===== src/rtl/axil_dna_reader_pkg.sv =====
// Shared constants and types for the AXI4-Lite DNA reader.
package axil_dna_reader_pkg;

  // Byte offsets of the DNA slave registers relative to its base address.
  localparam logic [7:0] REG_DNA0_OFS   = 8'h00;
  localparam logic [7:0] REG_DNA1_OFS   = 8'h04;
  localparam logic [7:0] REG_DNA2_OFS   = 8'h08;
  localparam logic [7:0] REG_FAMILY_OFS = 8'h0C;

  // Family codes reported in register 3.
  localparam logic [31:0] FAMILY_7SERIES    = 32'd7;
  localparam logic [31:0] FAMILY_ULTRASCALE = 32'd2;

  // AXI response codes.
  localparam logic [1:0] RESP_OKAY   = 2'b00;
  localparam logic [1:0] RESP_SLVERR = 2'b10;
  localparam logic [1:0] RESP_DECERR = 2'b11;

  typedef enum logic [2:0] {
    StIdle,
    StAr,
    StR,
    StCheck,
    StGap,
    StDone,
    StErr
  } state_e;

  // Register index to byte offset.
  function automatic logic [7:0] reg_offset(input logic [1:0] idx);
    logic [7:0] ofs;
    unique case (idx)
      2'd0:    ofs = REG_DNA0_OFS;
      2'd1:    ofs = REG_DNA1_OFS;
      2'd2:    ofs = REG_DNA2_OFS;
      default: ofs = REG_FAMILY_OFS;
    endcase
    return ofs;
  endfunction

  function automatic logic family_ok(input logic [31:0] fam);
    return (fam == FAMILY_7SERIES) || (fam == FAMILY_ULTRASCALE);
  endfunction

endpackage


===== src/rtl/axil_dna_reader_if.sv =====
// AXI4-Lite bus bundle between the DNA reader (master) and the DNA slave.
interface axil_dna_reader_if #(
  parameter int unsigned ADDR_WIDTH = 16,
  parameter int unsigned DATA_WIDTH = 32
);

  // Read address / data channels
  logic [ADDR_WIDTH-1:0]   araddr;
  logic [2:0]              arprot;
  logic                    arvalid;
  logic                    arready;
  logic [DATA_WIDTH-1:0]   rdata;
  logic [1:0]              rresp;
  logic                    rvalid;
  logic                    rready;

  // Write channels, unused by the reader but present on the bus
  logic [ADDR_WIDTH-1:0]   awaddr;
  logic [2:0]              awprot;
  logic                    awvalid;
  logic                    awready;
  logic [DATA_WIDTH-1:0]   wdata;
  logic [DATA_WIDTH/8-1:0] wstrb;
  logic                    wvalid;
  logic                    wready;
  logic [1:0]              bresp;
  logic                    bvalid;
  logic                    bready;

  modport master (
    output araddr, arprot, arvalid, rready,
    output awaddr, awprot, awvalid, wdata, wstrb, wvalid, bready,
    input  arready, rdata, rresp, rvalid,
    input  awready, wready, bresp, bvalid
  );

  modport slave (
    input  araddr, arprot, arvalid, rready,
    input  awaddr, awprot, awvalid, wdata, wstrb, wvalid, bready,
    output arready, rdata, rresp, rvalid,
    output awready, wready, bresp, bvalid
  );

endinterface


===== src/rtl/axil_dna_reader.sv =====
// Reads the four DNA slave registers over AXI4-Lite, polls until the DNA is
// non-zero, validates the family code and holds the 96-bit result.
module axil_dna_reader
  import axil_dna_reader_pkg::*;
#(
  parameter int unsigned           ADDR_WIDTH = 16,
  parameter int unsigned           DATA_WIDTH = 32,
  parameter logic [ADDR_WIDTH-1:0] BASE_ADDR  = 16'h0000,
  parameter int unsigned           AUTO_START = 1,
  parameter int unsigned           POLL_LIMIT = 16,
  parameter int unsigned           POLL_GAP   = 64
) (
  input  logic                 m_axil_clk,
  input  logic                 m_axil_rstn,
  input  logic                 start,
  output logic                 busy,
  output logic                 dna_valid,
  output logic                 dna_error,
  output logic [95:0]          dna,
  output logic [31:0]          family,
  axil_dna_reader_if.master    m_axil
);

  localparam int unsigned GapW = (POLL_GAP > 1) ? $clog2(POLL_GAP) : 1;

  state_e                      state_q, state_d;
  logic [1:0]                  idx_q, idx_d;
  logic [7:0]                  pass_q, pass_d;
  logic [GapW-1:0]             gap_q, gap_d;
  logic [3:0][DATA_WIDTH-1:0]  word_q, word_d;
  logic [95:0]                 dna_q, dna_d;
  logic [31:0]                 family_q, family_d;
  logic                        first_q;
  logic                        go;
  logic                        unused_bus;

  // Write-channel responses are never looked at.
  assign unused_bus = ^{m_axil.awready, m_axil.wready, m_axil.bresp, m_axil.bvalid};

  // First cycle after reset release stands in for a start pulse when enabled.
  assign go = start || ((AUTO_START != 0) && first_q);

  // State and datapath registers.
  always_ff @(posedge m_axil_clk or negedge m_axil_rstn) begin
    if (!m_axil_rstn) begin
      state_q  <= StIdle;
      idx_q    <= '0;
      pass_q   <= '0;
      gap_q    <= '0;
      word_q   <= '0;
      dna_q    <= '0;
      family_q <= '0;
      first_q  <= 1'b1;
    end else begin
      state_q  <= state_d;
      idx_q    <= idx_d;
      pass_q   <= pass_d;
      gap_q    <= gap_d;
      word_q   <= word_d;
      dna_q    <= dna_d;
      family_q <= family_d;
      first_q  <= 1'b0;
    end
  end

  // Next-state and datapath update.
  always_comb begin
    state_d  = state_q;
    idx_d    = idx_q;
    pass_d   = pass_q;
    gap_d    = gap_q;
    word_d   = word_q;
    dna_d    = dna_q;
    family_d = family_q;

    case (state_q)
      StIdle, StDone, StErr: begin
        if (go) begin
          state_d = StAr;
          idx_d   = '0;
          pass_d  = '0;
        end
      end

      StAr: begin
        if (m_axil.arready) state_d = StR;
      end

      StR: begin
        if (m_axil.rvalid) begin
          word_d[idx_q] = m_axil.rdata;
          if (m_axil.rresp != RESP_OKAY) begin
            // Expose whatever has been captured so far.
            state_d  = StErr;
            dna_d    = word_d[2:0];
            family_d = word_d[3];
          end else if (idx_q == 2'd3) begin
            state_d = StCheck;
          end else begin
            idx_d   = idx_q + 2'd1;
            state_d = StAr;
          end
        end
      end

      StCheck: begin
        if (word_q[2:0] == '0) begin
          // Slave has not produced the DNA yet: retry after a gap.
          pass_d = pass_q + 8'd1;
          if (pass_d == 8'(POLL_LIMIT)) begin
            state_d  = StErr;
            dna_d    = word_q[2:0];
            family_d = word_q[3];
          end else begin
            state_d = StGap;
            gap_d   = '0;
          end
        end else begin
          state_d  = family_ok(word_q[3]) ? StDone : StErr;
          dna_d    = word_q[2:0];
          family_d = word_q[3];
        end
      end

      StGap: begin
        if (gap_q == GapW'(POLL_GAP - 1)) begin
          state_d = StAr;
          idx_d   = '0;
        end else begin
          gap_d = gap_q + 1'b1;
        end
      end

      default: state_d = StIdle;
    endcase
  end

  // Outputs decoded from registered state only.
  always_comb begin
    busy           = (state_q == StAr) || (state_q == StR) ||
                     (state_q == StCheck) || (state_q == StGap);
    dna_valid      = (state_q == StDone);
    dna_error      = (state_q == StErr);
    m_axil.arvalid = (state_q == StAr);
    m_axil.rready  = (state_q == StR);
    m_axil.araddr  = BASE_ADDR + ADDR_WIDTH'(reg_offset(idx_q));
    m_axil.arprot  = 3'b000;
    m_axil.awaddr  = '0;
    m_axil.awprot  = 3'b000;
    m_axil.awvalid = 1'b0;
    m_axil.wdata   = '0;
    m_axil.wstrb   = '0;
    m_axil.wvalid  = 1'b0;
    m_axil.bready  = 1'b1;
  end

  assign dna    = dna_q;
  assign family = family_q;

endmodule

===== src/flat_wrapper.sv =====
// flat-port wrapper written by rule: the top's interface ports become plain ports
module axil_dna_reader_flat import axil_dna_reader_pkg::*;
#(
  parameter int unsigned           ADDR_WIDTH = 16,
  parameter int unsigned           DATA_WIDTH = 32,
  parameter logic [ADDR_WIDTH-1:0] BASE_ADDR  = 16'h0000,
  parameter int unsigned           AUTO_START = 1,
  parameter int unsigned           POLL_LIMIT = 16,
  parameter int unsigned           POLL_GAP   = 64
)
  (m_axil_clk, m_axil_rstn, start, busy, dna_valid, dna_error, dna, family, m_axil_araddr, m_axil_arprot, m_axil_arvalid, m_axil_rready, m_axil_awaddr, m_axil_awprot, m_axil_awvalid, m_axil_wdata, m_axil_wstrb, m_axil_wvalid, m_axil_bready, m_axil_arready, m_axil_rdata, m_axil_rresp, m_axil_rvalid, m_axil_awready, m_axil_wready, m_axil_bresp, m_axil_bvalid);
  axil_dna_reader_if #(.ADDR_WIDTH(ADDR_WIDTH), .DATA_WIDTH(DATA_WIDTH)) m_axil_i ();
  input  logic m_axil_clk;
  input  logic m_axil_rstn;
  input  logic start;
  output logic busy;
  output logic dna_valid;
  output logic dna_error;
  output logic [95:0] dna;
  output logic [31:0] family;
  output wire logic [$bits(m_axil_i.araddr)-1:0] m_axil_araddr;
  output wire logic [$bits(m_axil_i.arprot)-1:0] m_axil_arprot;
  output wire logic [$bits(m_axil_i.arvalid)-1:0] m_axil_arvalid;
  output wire logic [$bits(m_axil_i.rready)-1:0] m_axil_rready;
  output wire logic [$bits(m_axil_i.awaddr)-1:0] m_axil_awaddr;
  output wire logic [$bits(m_axil_i.awprot)-1:0] m_axil_awprot;
  output wire logic [$bits(m_axil_i.awvalid)-1:0] m_axil_awvalid;
  output wire logic [$bits(m_axil_i.wdata)-1:0] m_axil_wdata;
  output wire logic [$bits(m_axil_i.wstrb)-1:0] m_axil_wstrb;
  output wire logic [$bits(m_axil_i.wvalid)-1:0] m_axil_wvalid;
  output wire logic [$bits(m_axil_i.bready)-1:0] m_axil_bready;
  input wire logic [$bits(m_axil_i.arready)-1:0] m_axil_arready;
  input wire logic [$bits(m_axil_i.rdata)-1:0] m_axil_rdata;
  input wire logic [$bits(m_axil_i.rresp)-1:0] m_axil_rresp;
  input wire logic [$bits(m_axil_i.rvalid)-1:0] m_axil_rvalid;
  input wire logic [$bits(m_axil_i.awready)-1:0] m_axil_awready;
  input wire logic [$bits(m_axil_i.wready)-1:0] m_axil_wready;
  input wire logic [$bits(m_axil_i.bresp)-1:0] m_axil_bresp;
  input wire logic [$bits(m_axil_i.bvalid)-1:0] m_axil_bvalid;
  assign m_axil_araddr = m_axil_i.araddr;
  assign m_axil_arprot = m_axil_i.arprot;
  assign m_axil_arvalid = m_axil_i.arvalid;
  assign m_axil_rready = m_axil_i.rready;
  assign m_axil_awaddr = m_axil_i.awaddr;
  assign m_axil_awprot = m_axil_i.awprot;
  assign m_axil_awvalid = m_axil_i.awvalid;
  assign m_axil_wdata = m_axil_i.wdata;
  assign m_axil_wstrb = m_axil_i.wstrb;
  assign m_axil_wvalid = m_axil_i.wvalid;
  assign m_axil_bready = m_axil_i.bready;
  assign m_axil_i.arready = m_axil_arready;
  assign m_axil_i.rdata = m_axil_rdata;
  assign m_axil_i.rresp = m_axil_rresp;
  assign m_axil_i.rvalid = m_axil_rvalid;
  assign m_axil_i.awready = m_axil_awready;
  assign m_axil_i.wready = m_axil_wready;
  assign m_axil_i.bresp = m_axil_bresp;
  assign m_axil_i.bvalid = m_axil_bvalid;
  axil_dna_reader #(.ADDR_WIDTH(ADDR_WIDTH), .DATA_WIDTH(DATA_WIDTH), .BASE_ADDR(BASE_ADDR), .AUTO_START(AUTO_START), .POLL_LIMIT(POLL_LIMIT), .POLL_GAP(POLL_GAP)) u_core (.m_axil_clk(m_axil_clk), .m_axil_rstn(m_axil_rstn), .start(start), .busy(busy), .dna_valid(dna_valid), .dna_error(dna_error), .dna(dna), .family(family), .m_axil(m_axil_i));
endmodule

===== config.mk =====
export PLATFORM = sky130hd
export DESIGN_NAME = axil_dna_reader_flat
export DESIGN_NICKNAME = d
export VERILOG_FILES = /design/src/rtl/axil_dna_reader_pkg.sv /design/src/rtl/axil_dna_reader_if.sv /design/src/rtl/axil_dna_reader.sv /design/src/flat_wrapper.sv
export SDC_FILE = /design/constraint.sdc
export NUM_CORES = 1
export LEC_CHECK = 0
export BUFFER_PORTS_ARGS = -buffer_cell sky130_fd_sc_hd__buf_2
export CORE_MARGIN = 4
export CORE_UTILIZATION = 50
export DETAILED_ROUTE_END_ITERATION = 12
export HOLD_SLACK_MARGIN = 0.03
export PLACE_DENSITY = 0.84
export SYNTH_ARGS = -nofsm -noshare
export SYNTH_HDL_FRONTEND = slang
export SYNTH_SLANG_ARGS = --single-unit

===== constraint.sdc =====
create_clock -name m_axil_clk -period 2.7 [get_ports m_axil_clk]
set_input_delay 0.27 -clock m_axil_clk [delete_from_list [all_inputs] [get_ports m_axil_clk]]
set_output_delay 0.27 -clock m_axil_clk [all_outputs]
set_load 0.005 [all_outputs]

# ---- After elaboration in Yosys (flattened, before gate mapping)
# Cells that the tools add are included.
# Widths: inputs -> output; s select.
dict set report totals {
  ff_bits 276
  inputBits 44
  latchBits 0
  elab_cells 98
  out_inout_bits 210
  rom_bits 0
  mem_bits_rw 0
  n_memories 0
}
dict set report classes {
  n_reduce_logical 21
  n_bitwise 0
  shift 0
  mul 0
  mux 37
  eq_ne 24
  div 0
  order_cmp 2
  addsub 3
}
# cell count
set ops {}
lappend ops {{$mux 96} 4}
lappend ops {{$pmux 96 s2} 1}
lappend ops {{$mux 32} 5}
lappend ops {{$bwmux 128} 1}
lappend ops {{$logic_not 96->1} 1}
lappend ops {{$demux 32 s2} 1}
lappend ops {{$pmux 32 s2} 1}
lappend ops {{$eq 32x2->1 const B} 1}
lappend ops {{$eq 32x3->1 const B} 1}
lappend ops {{$mux 3} 6}
lappend ops {{$mux 6} 3}
lappend ops {{$mux 2} 8}
lappend ops {{$mux 8} 2}
lappend ops {{$pmux 8 s2} 1}
lappend ops {{$pmux 3 s5} 1}
lappend ops {{$ne 2x1->1 const B} 6}
lappend ops {{$pmux 4 s3} 1}
lappend ops {{$pmux 6 s2} 1}
lappend ops {{$reduce_and 4->1} 3}
lappend ops {{$eq 3x3->1 const B} 3}
lappend ops {{$add 8x1->8 const B} 1}
lappend ops {{$eq 8x5->1 const B} 1}
lappend ops {{$ne 2x2->1 const B} 4}
lappend ops {{$reduce_bool 2->1} 4}
lappend ops {{20 further kinds} 26}

# ---- Depth between registers and ports, before layout
dict set report depth {
  depth_word 8
  mapped_depth 9
  depth_no_buf 7
}

# ---- Worst setup path before layout
# No wires, ideal clock.
dict set report synth_path {
  path_type {reg-to-reg}
  from {register u_core.word_q[29] (netlist name)}
  to {register u_core.pass_q[2]}
  required_time_ns 2.576
  synth_period_minus_slack_ns 2.026
  n_path_buf 1
  path_stages_with_launch 8
  slack_ns 0.674
  t_arrival_ns 1.902
  setup_ns 0.124
  path_cell_list {dfrtp_1 -> nor4_1 -> nand4_1 -> nor4_4 -> nand3_2 -> and2_0 -> buf_2 -> a211o_1}
}
dict set report synth_via {
  elab_chain_cells 3
}
# item line_no
set synth_rtl {}
lappend synth_rtl {{from (decl)} axil_dna_reader.sv:30} ;# logic [3:0][DATA_WIDTH-1:0] word_q, word_d;
lappend synth_rtl {{from (signal assigned)} axil_dna_reader.sv:59} ;# word_q <= word_d;
lappend synth_rtl {{$logic_not 96->1} axil_dna_reader.sv:107} ;# if (word_q[2:0] == '0) begin
lappend synth_rtl {{$ne 2x1->1 (no source line)} --}
lappend synth_rtl {{$reduce_and 3->1 (no source line)} --}
lappend synth_rtl {{to (signal assigned)} axil_dna_reader.sv:57} ;# pass_q <= pass_d;
lappend synth_rtl {{to (decl)} axil_dna_reader.sv:28} ;# logic [7:0] pass_q, pass_d;
# Every way passes these cells.
# A chain may end at the register's enable or synchronous reset.

# ---- Worst setup path after layout
dict set report layout_path {
  from {register u_core.word_q[29] (netlist name)}
  to {register u_core.dna_q[38] (netlist: u_core.dna[38])}
}
dict set report layout_via {
  elab_chain_cells 3
  word_cells_on_any_way 5
  classes_between {eq/ne: 1; mux: 2; reduce/logical: 2}
}
# item line_no
set layout_rtl {}
lappend layout_rtl {{$logic_not 96->1 *} axil_dna_reader.sv:107}
lappend layout_rtl {{$ne 3x3->1 (no source line) / $mux 96 (equally long branches)} --}
lappend layout_rtl {{$reduce_and 4->1 (no source line) / $pmux 96 s2 (equally long branches)} --}
lappend layout_rtl {{to (signal assigned)} axil_dna_reader.sv:60} ;# dna_q <= dna_d;
lappend layout_rtl {{to (decl)} axil_dna_reader.sv:31} ;# logic [95:0] dna_q, dna_d;
# Mark *: on every way between the ends. The rest lies on a longest branch, timed or not.

==> reports/results.md <==
- 0.8055 — final RePlAce weighted congestion
- 167.6 um — height of the chip
- 46.57% — max-slew headroom at the worst pin
- 62 — maximum fanout along the worst path
- 94.42% — portion of the clock cycle consumed by the worst path in the final layout
- 0 — Post-CTS Resized
- 3.11 ns — required arrival time at the worst endpoint
- false — setup repair after global routing missed its margin
- 59.64% — Core Util, Final
- 1658 — fin cells
- 2.549 ns — minimum clock period after layout
- 276 — clock sinks
- 0.02810 sq mm — Total Die Area
- 1 — number of hold buffers added after cts
- 0 — Warnings, synthesis
- 5 — detailed-routing iteration count for the pre-antenna-repair pass
- 50.58 mm — first-pass GRT wire length
- 0 — sum of overflow across all layers after global routing
- u_core.word_q[29] — worst setup path startpoint
- 392.3 MHz — highest clock frequency the design can meet
- 7.719 nW — Lkg Pwr
- dfrtp_1 — post-synth top area cell
- 173 — count of input and output buffers
- 0 — antenna violations before repair
- 22.37% — aggregate global-route resource usage
- u_core.word_q[29] — Worst R2R Start
- 17.54% — area added between synthesis and finish
- 28 — Num CTS Buffers
- 1274 mW/mm^2 — power per standard cell area
- 50.74% — Initial Util
- 0 — EDFF count, synth
- reg -> reg — critical path start-end classification
- 0 — number of maximum-capacitance violations
- 0 — number of endpoints failing setup at the final stage
- 9077 — via count of the first global-routing pass
- 54.22% — portion of the post-synthesis area used by sequential elements
- 1119 — Post-Synthesis Cells
- 0.7941 ns — measured slew at the worst slew-check pin
- 0 — remaining routing DRC violations
- 0.01274 sq mm — post-synthesis cell area
- u_core.dna[38] — capturing instance or port of the critical path
- 100.0% — fraction of registers with async set/reset
- dfrtp_1 — leading cell type by number of instances after synthesis
- 1 — Max H-tree Level
- 0 — max-slew violation count
- 5.461 — number of vias per cell after detailed routing
- 0.01834 ns — post-route clock skew
- 592 — DRC marker count from the first detailed-route iteration
- 9 — path depth of the worst reg2reg path
- 0 ns — summed negative setup slack over all endpoints
- flip-flop — sort of element at the end of the critical path
- 30.57% — layout cells sized above 1
- 22.79 mm — Post-DP HPWL
- 11.39 sq um — post-synthesis area per instance
- 0.7416 mV — worst vdd rail ir drop
- 2.96 ns — data arrival at the endpoint of the critical path
- 0.06 ns — clock-pin slew of the registers on the worst-case setup and hold paths
- 167.6 um — die boundary width
- 0.02511 sq mm — core area
- 9054 — vias after detailed routing
- clkbuf_16 — root buf cell
- in -> reg — min-delay worst type
- 42 — Cell variety after synth
- 254 — number of ports placed on the die boundary
- 276 — flop and latch count out of synthesis
- 54.01% — top-area cell type share of the netlist area
- m_axil_rdata[31] — launch instance of the worst min-delay path
- 1356 — net count of the finished layout
- done — TritonCTS clock tree
- dfrtp_1 — commonest register cell after synthesis
- u_core.dna[38] — terminus of the critical flop-to-flop path
- 0.55 ns — worst-skew pair later-pin latency
- 58 — standard-cell row count
- dfrtp_1 54%, mux2_2 11%, mux2i_1 10% — most area-consuming cells after synthesis
- 275 x dfrtp_1, 147 x nor2_1, 143 x a21oi_1 — Synth top cells by count
- 0 — count of inserted antenna diode cells
- 0.15 ns — reg-to-reg setup timing slack
- 3 — maximum count of clock buffers along a single path
- 0 — count of buffers added by post-CTS timing repair for setup
- 19.48 um — mean routed wirelength per cell
- complete, no violations — result of the run
- 0 — count of nets left with antenna violations after detail routing
- flip-flop — critical path launch point type
- 0 — Hold Vio Cnt, Final
- 70 — pin count of the biggest net entering global routing
- 32.30 mm — total wirelength of the detailed-routed design
- 1605 — Cells after DPL
## critical path, stage by stage, from the launching register on
cell,delay [ns]
dfrtp_1,0.39
nor4_1,0.50
nand4_1,0.29
nor4_4,0.33
buf_4,0.19
a31oi_4,0.09
buf_12,0.18
buf_12,0.19
nor2_1,0.15
a21oi_1,0.05
## state kept, by name (all words and copies together) (netlist names)
signal	flops
u_core.gap_q	6
u_core.first_q	1
u_core.pass_q	8
u_core.word_q	128
u_core.state_q	3
u_core.idx_q	2
u_core.family	32
u_core.dna	96
## power breakdown
group / total (mW) / switching (mW) / internal (mW)
logic: 7.53 / 4.00 / 3.53
clock network: 4.16 / 1.62 / 2.54
registers: 7.40 / 1.37 / 6.02
total: 19.1 / 6.99 / 12.1
## worst min-delay path by stage
stage	depth (start not counted)	endpoint
after floorplan	0	u_core.dna[0]
after global placement	1	u_core.family[15]
after detailed placement	1	u_core.family[15]
after CTS	2	u_core.word_q[63]
after global routing	2	u_core.word_q[96]
final	2	u_core.word_q[63]
## routing by layer
| layer | wire length, um | up-vias | global-route usage, % |
|---|---|---|---|
| met5 | 0 | - | 0 |
| met4 | 628 | 0 | 5.152 |
| met3 | 1978 | 41 | 3.966 |
| met2 | 15550 | 300 | 37.27 |
| met1 | 14140 | 4540 | 30.94 |
| li1 | - | 4173 | - |
## final cells by class
cell class / count / area, sq um
inverter: 7 / 26.28
multi-input combinational: 777 / 5293
clock inverter: 11 / 170.2
clock buffer: 41 / 839.6
tap: 330 / 412.9
sequential: 276 / 6908
timing repair buffer: 216 / 1326
fill: 2053 / 10130
## logic make-up after synthesis
kind of cell,Yosys count,synth area share (%)
AO/OA/AOI/OAI,169,6.982
XOR/XNOR,7,0.4812
adder cells (fa/ha/maj),6,0.5892
buffers and inverters,140,6.619
flip-flops,276,54.22
multiplexers,259,21.61
other,2,0.05894
AND/OR/NAND/NOR,260,9.437
## cells in the final DEF, fill, tap and decap left out, drive strengths merged, types with 10 or more instances in the layout
cell type,count
dfrtp,275
buf,215
nor2,147
a21oi,143
mux2i,130
mux2,129
conb,76
clkbuf,41
nor4,32
nand2,26
nand4,11
o21ai,10
## per-stage QoR
stage	total power, mW	setup WS [ns]	hold WS, ns	cell area [sq um]
finish	19.08	0.1506	0.08205	14980
global route	20.34	0.05263	0.08443	14980
CTS	19.18	0.1833	0.06563	14980
detailed placement	14.96	0.2225	0.2719	13960
global placement	14.58	0.2509	0.2666	13960
floorplan	11.82	0.6740	-0.02559	13020
(Power assumes the default switching activity.)
